$ cat src/rtl/conv_accel_system.sv
// conv_accel_system
//   Streaming 2D convolution engine built around a single multiply-accumulate.
//   For every output element (y outer, x, ch inner) it pulls K*K*CI taps, one
//   activation and one weight per tap, over two independent valid/ready
//   channels. The host supplies every tap, including padding taps, which it
//   marks with a zero flag. It then emits the wrapped accumulator with its
//   coordinates.
//
// Ports
//   clk            rising-edge clock
//   arst_n_in      synchronous reset, active-high (name kept for host compatibility)
//   a_input/a_valid/a_ready/a_zero_flag   activation tap channel
//   b_input/b_valid/b_ready/b_zero_flag   weight tap channel
//   start          launches a layer when idle
//   running        high while a layer is in progress
//   out/output_valid/output_x/output_y/output_ch   one result per pulse
module conv_accel_system #(
    parameter int IO_DATA_WIDTH      = 16,
    parameter int ACCUMULATION_WIDTH = 32,
    parameter int EXT_MEM_HEIGHT     = 256,
    parameter int EXT_MEM_WIDTH      = 32,
    parameter int FEATURE_MAP_WIDTH  = 128,
    parameter int FEATURE_MAP_HEIGHT = 128,
    parameter int INPUT_NB_CHANNELS  = 2,
    parameter int OUTPUT_NB_CHANNELS = 16,
    parameter int KERNEL_SIZE        = 3
) (
    input  logic                                   clk,
    input  logic                                   arst_n_in,
    input  logic signed [IO_DATA_WIDTH-1:0]        a_input,
    input  logic                                   a_valid,
    output logic                                   a_ready,
    input  logic                                   a_zero_flag,
    input  logic signed [IO_DATA_WIDTH-1:0]        b_input,
    input  logic                                   b_valid,
    output logic                                   b_ready,
    input  logic                                   b_zero_flag,
    input  logic                                   start,
    output logic                                   running,
    output logic signed [IO_DATA_WIDTH-1:0]        out,
    output logic                                   output_valid,
    output logic [$clog2(FEATURE_MAP_WIDTH)-1:0]   output_x,
    output logic [$clog2(FEATURE_MAP_HEIGHT)-1:0]  output_y,
    output logic [$clog2(OUTPUT_NB_CHANNELS)-1:0]  output_ch
);
    localparam int XW = $clog2(FEATURE_MAP_WIDTH);
    localparam int YW = $clog2(FEATURE_MAP_HEIGHT);
    localparam int CW = $clog2(OUTPUT_NB_CHANNELS);
    localparam int KW = (KERNEL_SIZE > 1) ? $clog2(KERNEL_SIZE) : 1;
    localparam int IW = (INPUT_NB_CHANNELS > 1) ? $clog2(INPUT_NB_CHANNELS) : 1;

    // The kernel must have a centre tap; the external-memory geometry is
    // reserved for a memory model and only sanity-checked here.
    if ((KERNEL_SIZE % 2) == 0 || EXT_MEM_HEIGHT < 1 || EXT_MEM_WIDTH < 1) begin : g_bad_params
        $error("conv_accel_system: KERNEL_SIZE must be odd and memory geometry positive");
    end

    typedef enum logic [1:0] {IDLE, FETCH, MAC, EMIT} state_t;

    state_t                               state_q, state_d;
    logic                                 running_q, running_d;
    logic                                 a_held_q, a_held_d;
    logic                                 b_held_q, b_held_d;
    logic [KW-1:0]                        ky_q, ky_d, kx_q, kx_d;
    logic [IW-1:0]                        ci_q, ci_d;
    logic [XW-1:0]                        x_q, x_d;
    logic [YW-1:0]                        y_q, y_d;
    logic [CW-1:0]                        ch_q, ch_d;
    logic signed [ACCUMULATION_WIDTH-1:0] acc_q, acc_d, acc_sum;
    logic signed [IO_DATA_WIDTH-1:0]      out_q, out_d;
    logic                                 ovalid_q, ovalid_d;
    logic [XW-1:0]                        ox_q, ox_d;
    logic [YW-1:0]                        oy_q, oy_d;
    logic [CW-1:0]                        och_q, och_d;

    // Captured tap operands; plain data, loaded only on a transfer.
    logic signed [IO_DATA_WIDTH-1:0]      a_q, b_q;
    logic                                 a_zf_q, b_zf_q;

    logic a_fire, b_fire;
    logic last_ci, last_kx, last_ky, last_tap;
    logic last_ch, last_x, last_y;

    function automatic logic signed [ACCUMULATION_WIDTH-1:0] mac_product(
        input logic signed [IO_DATA_WIDTH-1:0] a,
        input logic                            a_zero,
        input logic signed [IO_DATA_WIDTH-1:0] b,
        input logic                            b_zero
    );
        logic signed [2*IO_DATA_WIDTH-1:0] p;
        p = a * b;
        if (a_zero || b_zero) return '0;
        return ACCUMULATION_WIDTH'(p);
    endfunction

    // Result is the low bits of the accumulator: wrap, never saturate.
    function automatic logic signed [IO_DATA_WIDTH-1:0] wrap_out(
        input logic signed [ACCUMULATION_WIDTH-1:0] acc
    );
        return acc[IO_DATA_WIDTH-1:0];
    endfunction

    assign a_ready  = (state_q == FETCH) && !a_held_q;
    assign b_ready  = (state_q == FETCH) && !b_held_q;
    assign a_fire   = a_valid && a_ready;
    assign b_fire   = b_valid && b_ready;

    assign last_ci  = (ci_q == IW'(INPUT_NB_CHANNELS - 1));
    assign last_kx  = (kx_q == KW'(KERNEL_SIZE - 1));
    assign last_ky  = (ky_q == KW'(KERNEL_SIZE - 1));
    assign last_tap = last_ci && last_kx && last_ky;
    assign last_ch  = (ch_q == CW'(OUTPUT_NB_CHANNELS - 1));
    assign last_x   = (x_q == XW'(FEATURE_MAP_WIDTH - 1));
    assign last_y   = (y_q == YW'(FEATURE_MAP_HEIGHT - 1));

    assign acc_sum  = acc_q + mac_product(a_q, a_zf_q, b_q, b_zf_q);

    always_comb begin
        state_d   = state_q;
        running_d = running_q;
        a_held_d  = a_held_q;
        b_held_d  = b_held_q;
        ky_d      = ky_q;
        kx_d      = kx_q;
        ci_d      = ci_q;
        x_d       = x_q;
        y_d       = y_q;
        ch_d      = ch_q;
        acc_d     = acc_q;
        out_d     = out_q;
        ovalid_d  = 1'b0;
        ox_d      = ox_q;
        oy_d      = oy_q;
        och_d     = och_q;

        case (state_q)
            IDLE: begin
                if (start) begin
                    state_d   = FETCH;
                    running_d = 1'b1;
                    a_held_d  = 1'b0;
                    b_held_d  = 1'b0;
                    ky_d      = '0;
                    kx_d      = '0;
                    ci_d      = '0;
                    x_d       = '0;
                    y_d       = '0;
                    ch_d      = '0;
                    acc_d     = '0;
                end
            end
            FETCH: begin
                if (a_fire) a_held_d = 1'b1;
                if (b_fire) b_held_d = 1'b1;
                // Counting a same-cycle transfer lets a tap take only FETCH+MAC.
                if ((a_held_q || a_fire) && (b_held_q || b_fire)) state_d = MAC;
            end
            MAC: begin
                acc_d    = acc_sum;
                a_held_d = 1'b0;
                b_held_d = 1'b0;
                if (!last_ci) begin
                    ci_d = ci_q + 1'b1;
                end else begin
                    ci_d = '0;
                    if (!last_kx) begin
                        kx_d = kx_q + 1'b1;
                    end else begin
                        kx_d = '0;
                        ky_d = last_ky ? '0 : ky_q + 1'b1;
                    end
                end
                if (last_tap) begin
                    // Result registers load here so they are valid during EMIT
                    // and keep their value after the accumulator clears.
                    state_d  = EMIT;
                    out_d    = wrap_out(acc_sum);
                    ovalid_d = 1'b1;
                    ox_d     = x_q;
                    oy_d     = y_q;
                    och_d    = ch_q;
                end else begin
                    state_d = FETCH;
                end
            end
            EMIT: begin
                acc_d = '0;
                if (!last_ch) begin
                    ch_d = ch_q + 1'b1;
                end else begin
                    ch_d = '0;
                    if (!last_x) begin
                        x_d = x_q + 1'b1;
                    end else begin
                        x_d = '0;
                        y_d = last_y ? '0 : y_q + 1'b1;
                    end
                end
                if (last_ch && last_x && last_y) begin
                    state_d   = IDLE;
                    running_d = 1'b0;
                end else begin
                    state_d = FETCH;
                end
            end
            default: state_d = IDLE;
        endcase
    end

    always_ff @(posedge clk) begin
        if (a_fire) begin
            a_q    <= a_input;
            a_zf_q <= a_zero_flag;
        end
        if (b_fire) begin
            b_q    <= b_input;
            b_zf_q <= b_zero_flag;
        end
    end

    always_ff @(posedge clk) begin
        if (arst_n_in) begin
            state_q   <= IDLE;
            running_q <= 1'b0;
            a_held_q  <= 1'b0;
            b_held_q  <= 1'b0;
            ky_q      <= '0;
            kx_q      <= '0;
            ci_q      <= '0;
            x_q       <= '0;
            y_q       <= '0;
            ch_q      <= '0;
            acc_q     <= '0;
            out_q     <= '0;
            ovalid_q  <= 1'b0;
            ox_q      <= '0;
            oy_q      <= '0;
            och_q     <= '0;
        end else begin
            state_q   <= state_d;
            running_q <= running_d;
            a_held_q  <= a_held_d;
            b_held_q  <= b_held_d;
            ky_q      <= ky_d;
            kx_q      <= kx_d;
            ci_q      <= ci_d;
            x_q       <= x_d;
            y_q       <= y_d;
            ch_q      <= ch_d;
            acc_q     <= acc_d;
            out_q     <= out_d;
            ovalid_q  <= ovalid_d;
            ox_q      <= ox_d;
            oy_q      <= oy_d;
            och_q     <= och_d;
        end
    end

    assign running      = running_q;
    assign out          = out_q;
    assign output_valid = ovalid_q;
    assign output_x     = ox_q;
    assign output_y     = oy_q;
    assign output_ch    = och_q;

endmodule

$ cat config.mk
export PLATFORM = sky130hd
export DESIGN_NAME = conv_accel_system
export DESIGN_NICKNAME = d
export VERILOG_FILES = /design/src/rtl/conv_accel_system.sv
export SDC_FILE = /design/constraint.sdc
export NUM_CORES = 1
export LEC_CHECK = 0
export BUFFER_PORTS_ARGS = -buffer_cell sky130_fd_sc_hd__buf_2
export CAP_MARGIN = 5
export CORE_MARGIN = 2
export CORE_UTILIZATION = 55
export CTS_CLUSTER_SIZE = 24
export DETAILED_ROUTE_END_ITERATION = 7
export PLACE_DENSITY = 0.87
export SYNTH_ARGS = -nofsm -noshare
export SYNTH_HDL_FRONTEND = slang
export SYNTH_SLANG_ARGS = --single-unit
$ cat constraint.sdc
create_clock -name clk -period 6.7 [get_ports clk]
set_clock_uncertainty 0.1 [all_clocks]
set_input_delay 0.67 -clock clk [delete_from_list [all_inputs] [get_ports clk]]
set_output_delay 0.67 -clock clk [all_outputs]
set_load 0.02 [all_outputs]
-- Word-level counts from Yosys, hierarchy flattened
Cells that the tools add are included.
- output and inout port bits: 38
- bits of input ports: 39
- flip-flop bits (word level): 129
- add/subtract/negate cells: 7
- reductions and logical operators: 32
- bitwise operators: 1
- eq/ne operators: 17
- $mul: 1
- muxes and demuxes: 40
- operator list (operator ; number):
    $mux 32 ; 3
    $pmux 32 s3 ; 1
    $mux 7 ; 6
    $add 32x32->32 ; 1
    $mul 16x16->32 ; 1
    $pmux 7 s2 ; 2
    $mux 2 ; 9
    $ne 2x2->1 const B ; 8
    $reduce_and 3->1 ; 5
    $add 7x1->7 const B ; 2
    $eq 7x7->1 const B ; 2
    $reduce_and 2->1 ; 5
    $logic_and 1x1->1 ; 9
    $mux 1 ; 9
    $eq 2x2->1 const B ; 4
    $mux 4 ; 2
    $pmux 2 s2 ; 2
    $pmux 2 s4 ; 1
    $pmux 4 s2 ; 1
    $reduce_and 4->1 ; 2
    $pmux 1 s3 ; 2
    $reduce_bool 3->1 ; 2
    $add 2x1->2 const B ; 2
    $add 4x1->4 const B ; 1
    other kinds (11) ; 16

-- Depth between registers and ports, before layout
Gate-level depths: netlist of run 1.
- depth in word-level cells: 7
- gate-level depth with buffers: 30

-- Worst setup path before layout of run 1
OpenSTA, ideal clock, no wires.
- path type: register -> register
- start point: register a_q[5]
- end point: register acc_q[15]
- slack: 0.390 ns
- library setup time: 0.133 ns
- cell stages (with the launch flop): 25
- data arrival time: 6.077 ns
- cells stage by stage: edfxtp_1 > clkbuf_1 > and2_1 > fa_1 > inv_1 > fa_1 > fa_1 > fa_1 > inv_1 > fa_1 > inv_1 > fa_1 > inv_1 > ha_1 > o21a_1 > o31a_1 > o41ai_1 > xor2_1 > nor2_1 > ha_1 > a21o_1 > a31oi_1 > xnor2_2 > mux2i_1 > a21oi_1
- word-level cells in the longest chain between the ends: 4
- RTL lines (element ; RTL line ; source):
    from (decl) ; 77 ; logic signed [IO_DATA_WIDTH-1:0] a_q, b_q;
    from (signal assigned) ; 212 ; a_q <= a_input;
    $mul 16x16->32 ; 91 ; p = a * b;
    $mux 32 ; 93 ; return ACCUMULATION_WIDTH'(p);
    $add 32x32->32 ; 116 ; assign acc_sum = acc_q + mac_product(a_q, a_zf_q, b_q, b_zf_q);
    $pmux 32 s3 ; 136 ; case (state_q)
    to (signal assigned) ; 233 ; acc_q <= '0;
    to (signal assigned) ; 250 ; acc_q <= acc_d;
    to (decl) ; 69 ; logic signed [ACCUMULATION_WIDTH-1:0] acc_q, acc_d, acc_sum;
Every way passes these cells.
A chain may end at the register's enable or synchronous reset.

-- Worst setup path in the final report of run 1
- start point: register b_q[6]
- end point: register acc_q[15]
- word-level cells in the longest chain between the ends: 4
- RTL lines (element ; RTL line ; source):
    from (decl) ; 77 ;
    from (signal assigned) ; 216 ; b_q <= b_input;
    $mul 16x16->32 ; 91 ;
    $mux 32 ; 93 ;
    $add 32x32->32 ; 116 ;
    $pmux 32 s3 ; 136 ;
Every way passes these cells.

==> run summary, run 1 <==
status: finished, violations left
failing checks: setup timing
Num CTS Buffers: 17
root buffer cell: clkbuf_16
met2 GRT Util: 42.5%
residual overflow from global routing: 0
largest net degree at the start of global routing: 75
Die Ht: 131 um
EDFF count, synth: 34
slowest stage delay, CP: 0.63 ns
# IOs: 77
top-area cell type share of the netlist area: 18.0%
final wirelength: 25300 um
post-synthesis cell count: 993
largest cells by area after synthesis: fa_1 (18%), dfxtp_1 (18%), edfxtp_1 (11%)
die width: 131 um
max-slew violations: 0
max-cap viol count: 0
Worst-Margin Slew: 1.25 ns
Layout Nets: 1299
Longest Clk Path Bufs: 2
clock-pin transition on the worst setup and hold timing paths: 0.06 ns
CP Class: reg -> reg
Worst EP required: 6.87 ns
Starting Density: 56.1%
Synth warnings: 0
fin worst setup slack: -0.162 ns
syn avg cell area: 8.94 um^2
M1 GR Usage: 32.1%
HPWL Detailed: 14900 um
1st-pass router iterations: 6
number of global-route vias before repair: 7208
RSZ-0062 raised after global routing: true
Final period util: 102%
Syn Nets: 1191
hold slack: 0.319 ns
Core Box Area: 0.0158 mm^2
placement row count: 46
DR DRC count: 0
sequential share of the synthesized area: 29.3%
IO Port Bufs: 76
area leader, netlist: fa_1
initial antenna violation count: 0
hold buffers post-CTS: 0
Vias: 7650
M3 GR Usage: 5.28%
pre-CTS setup slack: 0.0464 ns
Tot GR Track Use: 25.2%
clk_lat worst skew: 0.43 ns
critical path's slowest cell: fa_1
TritonCTS Sinks: 113
most used routing layer: met2
Unique masters post-synth: 55
Die Footprint: 0.0172 mm^2
number of DRC markers in iteration 0: 870
most common cell in the synthesized netlist: nand2_1
H-tree depth: 4
Vias/cell: 5.75
Post-DRT Antenna Nets: 0
critical path buffer and inverter count: 5
Synth top cells by count: nand2_1 (159), inv_1 (135), fa_1 (80), dfxtp_1 (79), ha_1 (79)
P per Cell Area: 427 mW/mm^2
fin util: 67.2%
CP Data Arrival Time: 7.03 ns
ANT cells: 0
leak pwr: 4.92 nW
crit-path max FO: 6
first-pass GRT wire length: 33800 um
fmax: 146 MHz
Final setup viols: 4
VDD IR-drop max: 0.348 mV
Synth Register Bits: 113
critical path launch point type: flop
routed len/inst: 19.0 um
area of the mapped netlist: 0.00888 mm^2
min Tclk post-route: 6.86 ns
Synth async-reset ratio: 0%
Primary FF master, synth: dfxtp_1
synthesis-to-finish area growth: 19.7%
CTS tree: yes
CP endpoint kind: flop
Crit path top cell by count: fa_1
Hold Crit Class: in -> reg
count of final hold-check violations: 0
GP Congestion: 0.900
share of post-route cells with drive strength above 1: 19.0%
Slew HR: 16.7%
Setup TNS: -0.275 ns
crit-path leading delay family: adder cells
[final timing paths]
kind / start / to / slack [ns] / cells after the start
worst max-delay path: b_q[6] / acc_q[15] / -0.16 / 25
worst min-delay path: b_input[9] / b_q[9] / 0.32 / 1
worst max register to register: b_q[6] / acc_q[15] / -0.16 / 25
worst min register to register: out[8] / out[8] / 0.35 / 2
[power by group]
part | switching (W) | leakage (nW) | internal (W)
Sequential | 0.0000326 | 0.949 | 0.000733
Clock | 0.000357 | 0.298 | 0.000581
Combinational | 0.00155 | 3.68 | 0.00128
[cells by family after synthesis]
group           Yosys count  synth area share (%)
simple gates            360                  18.7
compound gates          124                  8.62
mux                       3                 0.338
xor+xnor                 62                  6.44
fa+ha+maj               159                  29.2
buf+inv                 172                  7.42
flops                   113                  29.3
[layout by cell type (no fill, tap or decap), drive strengths merged, types with 2 or more instances in the layout]
master and count:
buf 124, a21o 7, nor2b 7, a22oi 15
nand2b 2, clkinv 2, dfxtp 79, mux2i 3
nand3 12, o21bai 3, edfxtp 34, xnor2 42
inv 141, o211a 2, o41ai 2, fa 80
a21oi 59, ha 79, clkbuf 23, nor3 18
xor2 19, o21ai 15, a32oi 2, a31oi 4
clkinvlp 2, or2 2, a211oi 3, and3 8
nand2 160, nor2 73, o21a 3, and2 71
[sequential cells by signal, indices dropped and copies added, names as in the netlist, 2 cells and up]
signal	count
a_q	16
acc_q	16
b_q	16
ch_q	4
kx_q	2
ky_q	2
out	16
output_ch	4
output_x	7
output_y	7
state_q	2
x_q	7
y_q	7
[through the flow]
| step | std cells | area (um^2) | total power [W] |
|---|---|---|---|
| 5_1_grt | 1330 | 10600 | 0.00482 |
| 6_report | 1330 | 10600 | 0.00454 |
| 2_1_floorplan | 993 | 8880 | 0.00252 |
| 3_3_place_gp | 1260 | 9470 | 0.00291 |
| 4_1_cts | 1292 | 10100 | 0.00397 |
| 3_5_place_dp | 1260 | 9470 | 0.00303 |
[area by class of cell]
cell class,instances,area [um^2]
clock buffers,21,503
repair buffers,126,767
multi-input cells,708,5870
inverters,135,507
flip-flops and latches,113,2600
fillers,1046,5200
well taps,216,270
clock inverters,11,111
[timing repair]
action | 4_1_cts | 5_1_grt
buffers inserted | 0 | 38
gates resized for setup | 0 | 56
setup endpoints to repair | 0 | 8
[metal layers]
layer  share of wire (%)  wire length (um)
met1                  38              9580
met2                  49             12300
met3                 8.3              2090
met4                 5.2              1320
met5                   0                 0
Note: power is estimated with default switching activity, not from simulation.
==> run 2, diff against run 1 <==
HOLD_SLACK_MARGIN = 0.15   (was unset)
SETUP_SLACK_MARGIN = 0.1   (was unset)
==> run 2 against run 1 <==
  * The flow still finishes with violations (setup timing)
  * Cell count increased by 0.23%
  * Critical path type unchanged
  * Utilization increased by 0.33 points
  * Sequential power about the same
  * Highest routed layer unchanged
  * Via count increased by 0.44%
  * Die area unchanged
==> run summary, run 2 (same netlist as run 1, synthesis figures left out) <==
status: finished, violations left
failing checks: setup timing
P per Cell Area: 424 mW/mm^2
Final setup viols: 1
critical path buffer and inverter count: 6
number of global-route vias before repair: 7328
Starting Density: 56.1%
clk_lat worst skew: 0.42 ns
max-slew violations: 0
# IOs: 77
die width: 131 um
slowest stage delay, CP: 0.56 ns
1st-pass router iterations: 6
TritonCTS Sinks: 113
CP Class: reg -> reg
Core Box Area: 0.0158 mm^2
most frequent cells in the layout: nand2_1 (158), inv_1 (122), dfxtp_1 (79), fa_1 (77), buf_2 (76)
VDD IR-drop max: 0.372 mV
hold buffers post-CTS: 0
placement row count: 46
fmax: 149 MHz
ANT cells: 0
largest net degree at the start of global routing: 75
Die Footprint: 0.0172 mm^2
root buffer cell: clkbuf_16
Slew HR: 18.6%
pre-CTS setup slack: 0.0464 ns
CP endpoint kind: flop
number of DRC markers in iteration 0: 823
crit-path leading delay family: adder cells
Worst-Margin Slew: 1.22 ns
Layout Nets: 1302
crit-path max FO: 5
GP Congestion: 0.900
leak pwr: 4.93 nW
final wirelength: 24800 um
Die Ht: 131 um
Crit path top cell by count: inv_1
critical path's slowest cell: fa_2
fin worst setup slack: -0.00335 ns
first-pass GRT wire length: 34600 um
Vias: 7684
Longest Clk Path Bufs: 2
residual overflow from global routing: 0
HPWL Detailed: 14900 um
routed len/inst: 18.6 um
Final period util: 100%
reg2reg setup slack: -0.003 ns
H-tree depth: 4
CP Data Arrival Time: 6.87 ns
Tot GR Track Use: 26.0%
clock-pin transition on the worst setup and hold timing paths: 0.06 ns
Vias/cell: 5.76
Worst EP required: 6.87 ns
initial antenna violation count: 0
synthesis-to-finish area growth: 20.3%
critical path launch point type: flop
min Tclk post-route: 6.70 ns
RSZ-0062 raised after global routing: true
IO Port Bufs: 76
CTS tree: yes
most common cell after layout, fill and taps aside: nand2_1
max-cap viol count: 0
count of final hold-check violations: 0
Post-DRT Antenna Nets: 0
Setup TNS: -0.00335 ns
fin util: 67.5%
share of post-route cells with drive strength above 1: 19.7%
Hold Crit Class: in -> reg
Num CTS Buffers: 17
DR DRC count: 0
[run 2: worst register-to-register path: stages (launching register included)]
cell      delay [ns]
edfxtp_1        0.49
buf_6           0.18
buf_4           0.13
and2_1          0.18
fa_2            0.56
inv_1           0.06
fa_2            0.51
inv_1           0.06
ha_4            0.25
ha_4            0.24
fa_1            0.54
inv_1           0.07
fa_1            0.55
inv_1           0.07
ha_4            0.24
o21a_1          0.14
o31a_1          0.32
o41ai_2         0.37
xor2_1          0.17
nor2_1          0.06
ha_1            0.36
a21o_1          0.22
a31oi_4         0.19
xnor2_2         0.17
mux2i_1         0.23
a21oi_1         0.08
[run 2: report_power, final]
part / switching, W / internal [W] / total (W)
clock network: 0.000352 / 0.000581 / 0.000933
registers: 0.0000308 / 0.000733 / 0.000763
logic: 0.00156 / 0.00127 / 0.00283
[run 2: path summary, 6_finish.rpt]
kind | cells past startpoint | end | from
worst max-delay path | 25 | acc_q[15] | a_q[5]
worst min-delay path | 1 | a_zf_q | a_zero_flag
worst max register to register | 25 | acc_q[15] | a_q[5]
worst min register to register | 2 | out[11] | out[11]
[run 2: area by class of cell]
| type | instances | area, um^2 |
|---|---|---|
| multi-input cells | 708 | 5880 |
| fillers | 999 | 5150 |
| flip-flops and latches | 113 | 2600 |
| repair buffers | 129 | 810 |
| inverters | 135 | 507 |
| clock buffers | 21 | 503 |
| well taps | 216 | 270 |
| clock inverters | 11 | 111 |
[run 2: what timing repair did]
action                                  4_1_cts  5_1_grt
pin swaps                                     0       47
endpoints found under the setup margin        3        8
setup buffers                                 8       33
resized for setup                             2       56
[run 2: through the flow]
step / hold WS, ns / instances / total power, W / instance area (um^2)
after floorplan: 0.345 / 993 / 0.00252 / 8880
after global placement: 0.339 / 1260 / 0.00291 / 9470
after detailed placement: 0.343 / 1260 / 0.00303 / 9470
after CTS: 0.315 / 1300 / 0.00399 / 10200
after global routing: 0.312 / 1333 / 0.00478 / 10700
final: 0.319 / 1333 / 0.00452 / 10700
[run 2: metal layers]
| metal | up-vias | global-route usage [%] | share of wire [%] |
|---|---|---|---|
| met5 | - | 0 | 0 |
| li1 | 3395 | - | - |
| met2 | 498 | 44.1 | 49 |
| met3 | 130 | 6.13 | 8.5 |
| met4 | 0 | 9.01 | 4.9 |
| met1 | 3661 | 32.7 | 38 |
==> run 3, diff against run 2 <==
PLACE_DENSITY = 0.81   (was 0.87)
==> run 3 against run 2 <==
  * The run still ends with setup timing left
  * First-iteration DRC count shrank 31%
  * Utilization shrank 0.33 points
  * Flip-flop and latch count unchanged
  * Cell count down 0.38%
  * Critical path depth is the same
  * Power is 0.68% lower
  * Design area decreased by 0.49%
  * Sequential share of layout area up 0.12 points
  * Routed wire length down 9.8%
  * Count of clock-buffer cells in the layout fell by 4
  * Largest cell class unchanged
  * Largest power group unchanged
  * Highest routed layer unchanged
==> run summary, run 3 (same netlist as run 1, synthesis figures left out) <==
status: finished, violations left
1st-pass router iterations: 5
Longest Clk Path Bufs: 2
ANT cells: 0
Int Pwr: 0.00253 W
die width: 131 um
fmax: 148 MHz
Num CTS Buffers: 17
Starting Density: 56.1%
clock-pin transition on the worst setup and hold timing paths: 0.06 ns
max-cap viol count: 0
Vias/cell: 5.50
Core Box Area: 0.0158 mm^2
GP Congestion: 0.871
Layout Nets: 1298
critical path buffer and inverter count: 5
CP Data Arrival Time: 6.96 ns
HPWL Detailed: 14600 um
count of final hold-check violations: 0
placement row count: 46
min Tclk post-route: 6.74 ns
clk_lat worst skew: 0.42 ns
Final period util: 101%
Slew HR: 39.6%
max-slew violations: 0
power share of the sequential group: 17.0%
critical path's slowest cell: fa_1
number of global-route vias before repair: 7070
fin worst setup slack: -0.0443 ns
crit-path max FO: 6
CP endpoint kind: flop
TritonCTS Sinks: 113
fin util: 67.2%
first-pass GRT wire length: 33100 um
RSZ-0062 raised after global routing: true
M1 GR Usage: 32.9%
crit-path leading delay family: adder cells
residual overflow from global routing: 0
Vias: 7306
Hold Crit Class: in -> reg
M3 GR Usage: 4.63%
CTS tree: yes
clock power share: 18.2%
number of DRC markers in iteration 0: 567
slowest stage delay, CP: 0.58 ns
synthesis-to-finish area growth: 19.7%
CP Class: reg -> reg
critical path launch point type: flop
Setup TNS: -0.0443 ns
Tot Pwr: 0.00449 W
Post-DRT Antenna Nets: 0
DR DRC count: 0
Worst EP required: 6.91 ns
routed len/inst: 16.9 um
failing checks: setup timing
Die Footprint: 0.0172 mm^2
share of post-route cells with drive strength above 1: 19.8%
most common cell after layout, fill and taps aside: nand2_1
power share of the combinational group: 64.8%
P_sw: 0.00197 W
H-tree depth: 4
P per Cell Area: 423 mW/mm^2
Crit path top cell by count: fa_1
most frequent cells in the layout: nand2_1 (155), inv_1 (126), dfxtp_1 (79), fa_1 (78), buf_2 (77)
Worst-Margin Slew: 0.905 ns
Tot GR Track Use: 24.8%
root buffer cell: clkbuf_16
met2 GRT Util: 41.1%
Final setup viols: 1
initial antenna violation count: 0
Sw Share: 43.8%
final wirelength: 22400 um
most used routing layer: met2
leak pwr: 4.89 nW
Die Ht: 131 um
largest net degree at the start of global routing: 75
IO Port Bufs: 76
VDD IR-drop max: 0.348 mV
# IOs: 77
Filler Cell Count: 1106
## run 3: per-layer routing
layer	up-vias	routed length [um]
met5	-	0
met4	0	703
met3	72	1670
met2	337	10900
met1	3508	9080
li1	3389	-
## run 3: final cells by class
type	count	area (um^2)	share of cell area, %
inverter	135	507	4.77
tap	216	270	2.54
sequential	113	2600	24.5
clock inverter	14	106	1.00
clock buffer	17	425	4.00
multi-input combinational	708	5940	55.9
timing repair buffer	125	779	7.33
## run 3: power by group through the flow
stage	combinational, W	clock, W	sequential, W
floorplan	0.00176	0	0.000761
global placement	0.00216	0	0.000779
detailed placement	0.00225	0	0.000779
CTS	0.00232	0.000818	0.000760
global route	0.00315	0.000854	0.000766
finish	0.00291	0.000816	0.000764
## run 3: through the flow
stage / setup WS, ns / cells / hold WS (ns) / area (um^2)
after global routing: -0.176 / 1328 / 0.317 / 10600
after floorplan: 0.390 / 993 / 0.345 / 8880
after global placement: 0.155 / 1261 / 0.340 / 9480
after CTS: 0.0956 / 1313 / 0.314 / 10200
final: -0.0443 / 1328 / 0.323 / 10600
after detailed placement: -0.00708 / 1261 / 0.345 / 9480
## run 3: repair_timing
item | 4_1_cts | 5_1_grt
pin swaps | 0 | 53
setup buffers | 21 | 15
gates resized for setup | 4 | 71
hold buffers | 0 | 0
setup endpoints to repair | 2 | 8
## run 3: final timing paths
path              depth (start not counted)  endpoint   startpoint  slack (ns)
setup / recovery                         25   out[15]       a_q[6]       -0.04
hold / removal                            1   b_q[12]  b_input[12]        0.32
setup reg to reg                         25   out[15]       a_q[6]       -0.04
hold reg to reg                           2   out[13]      out[13]        0.35
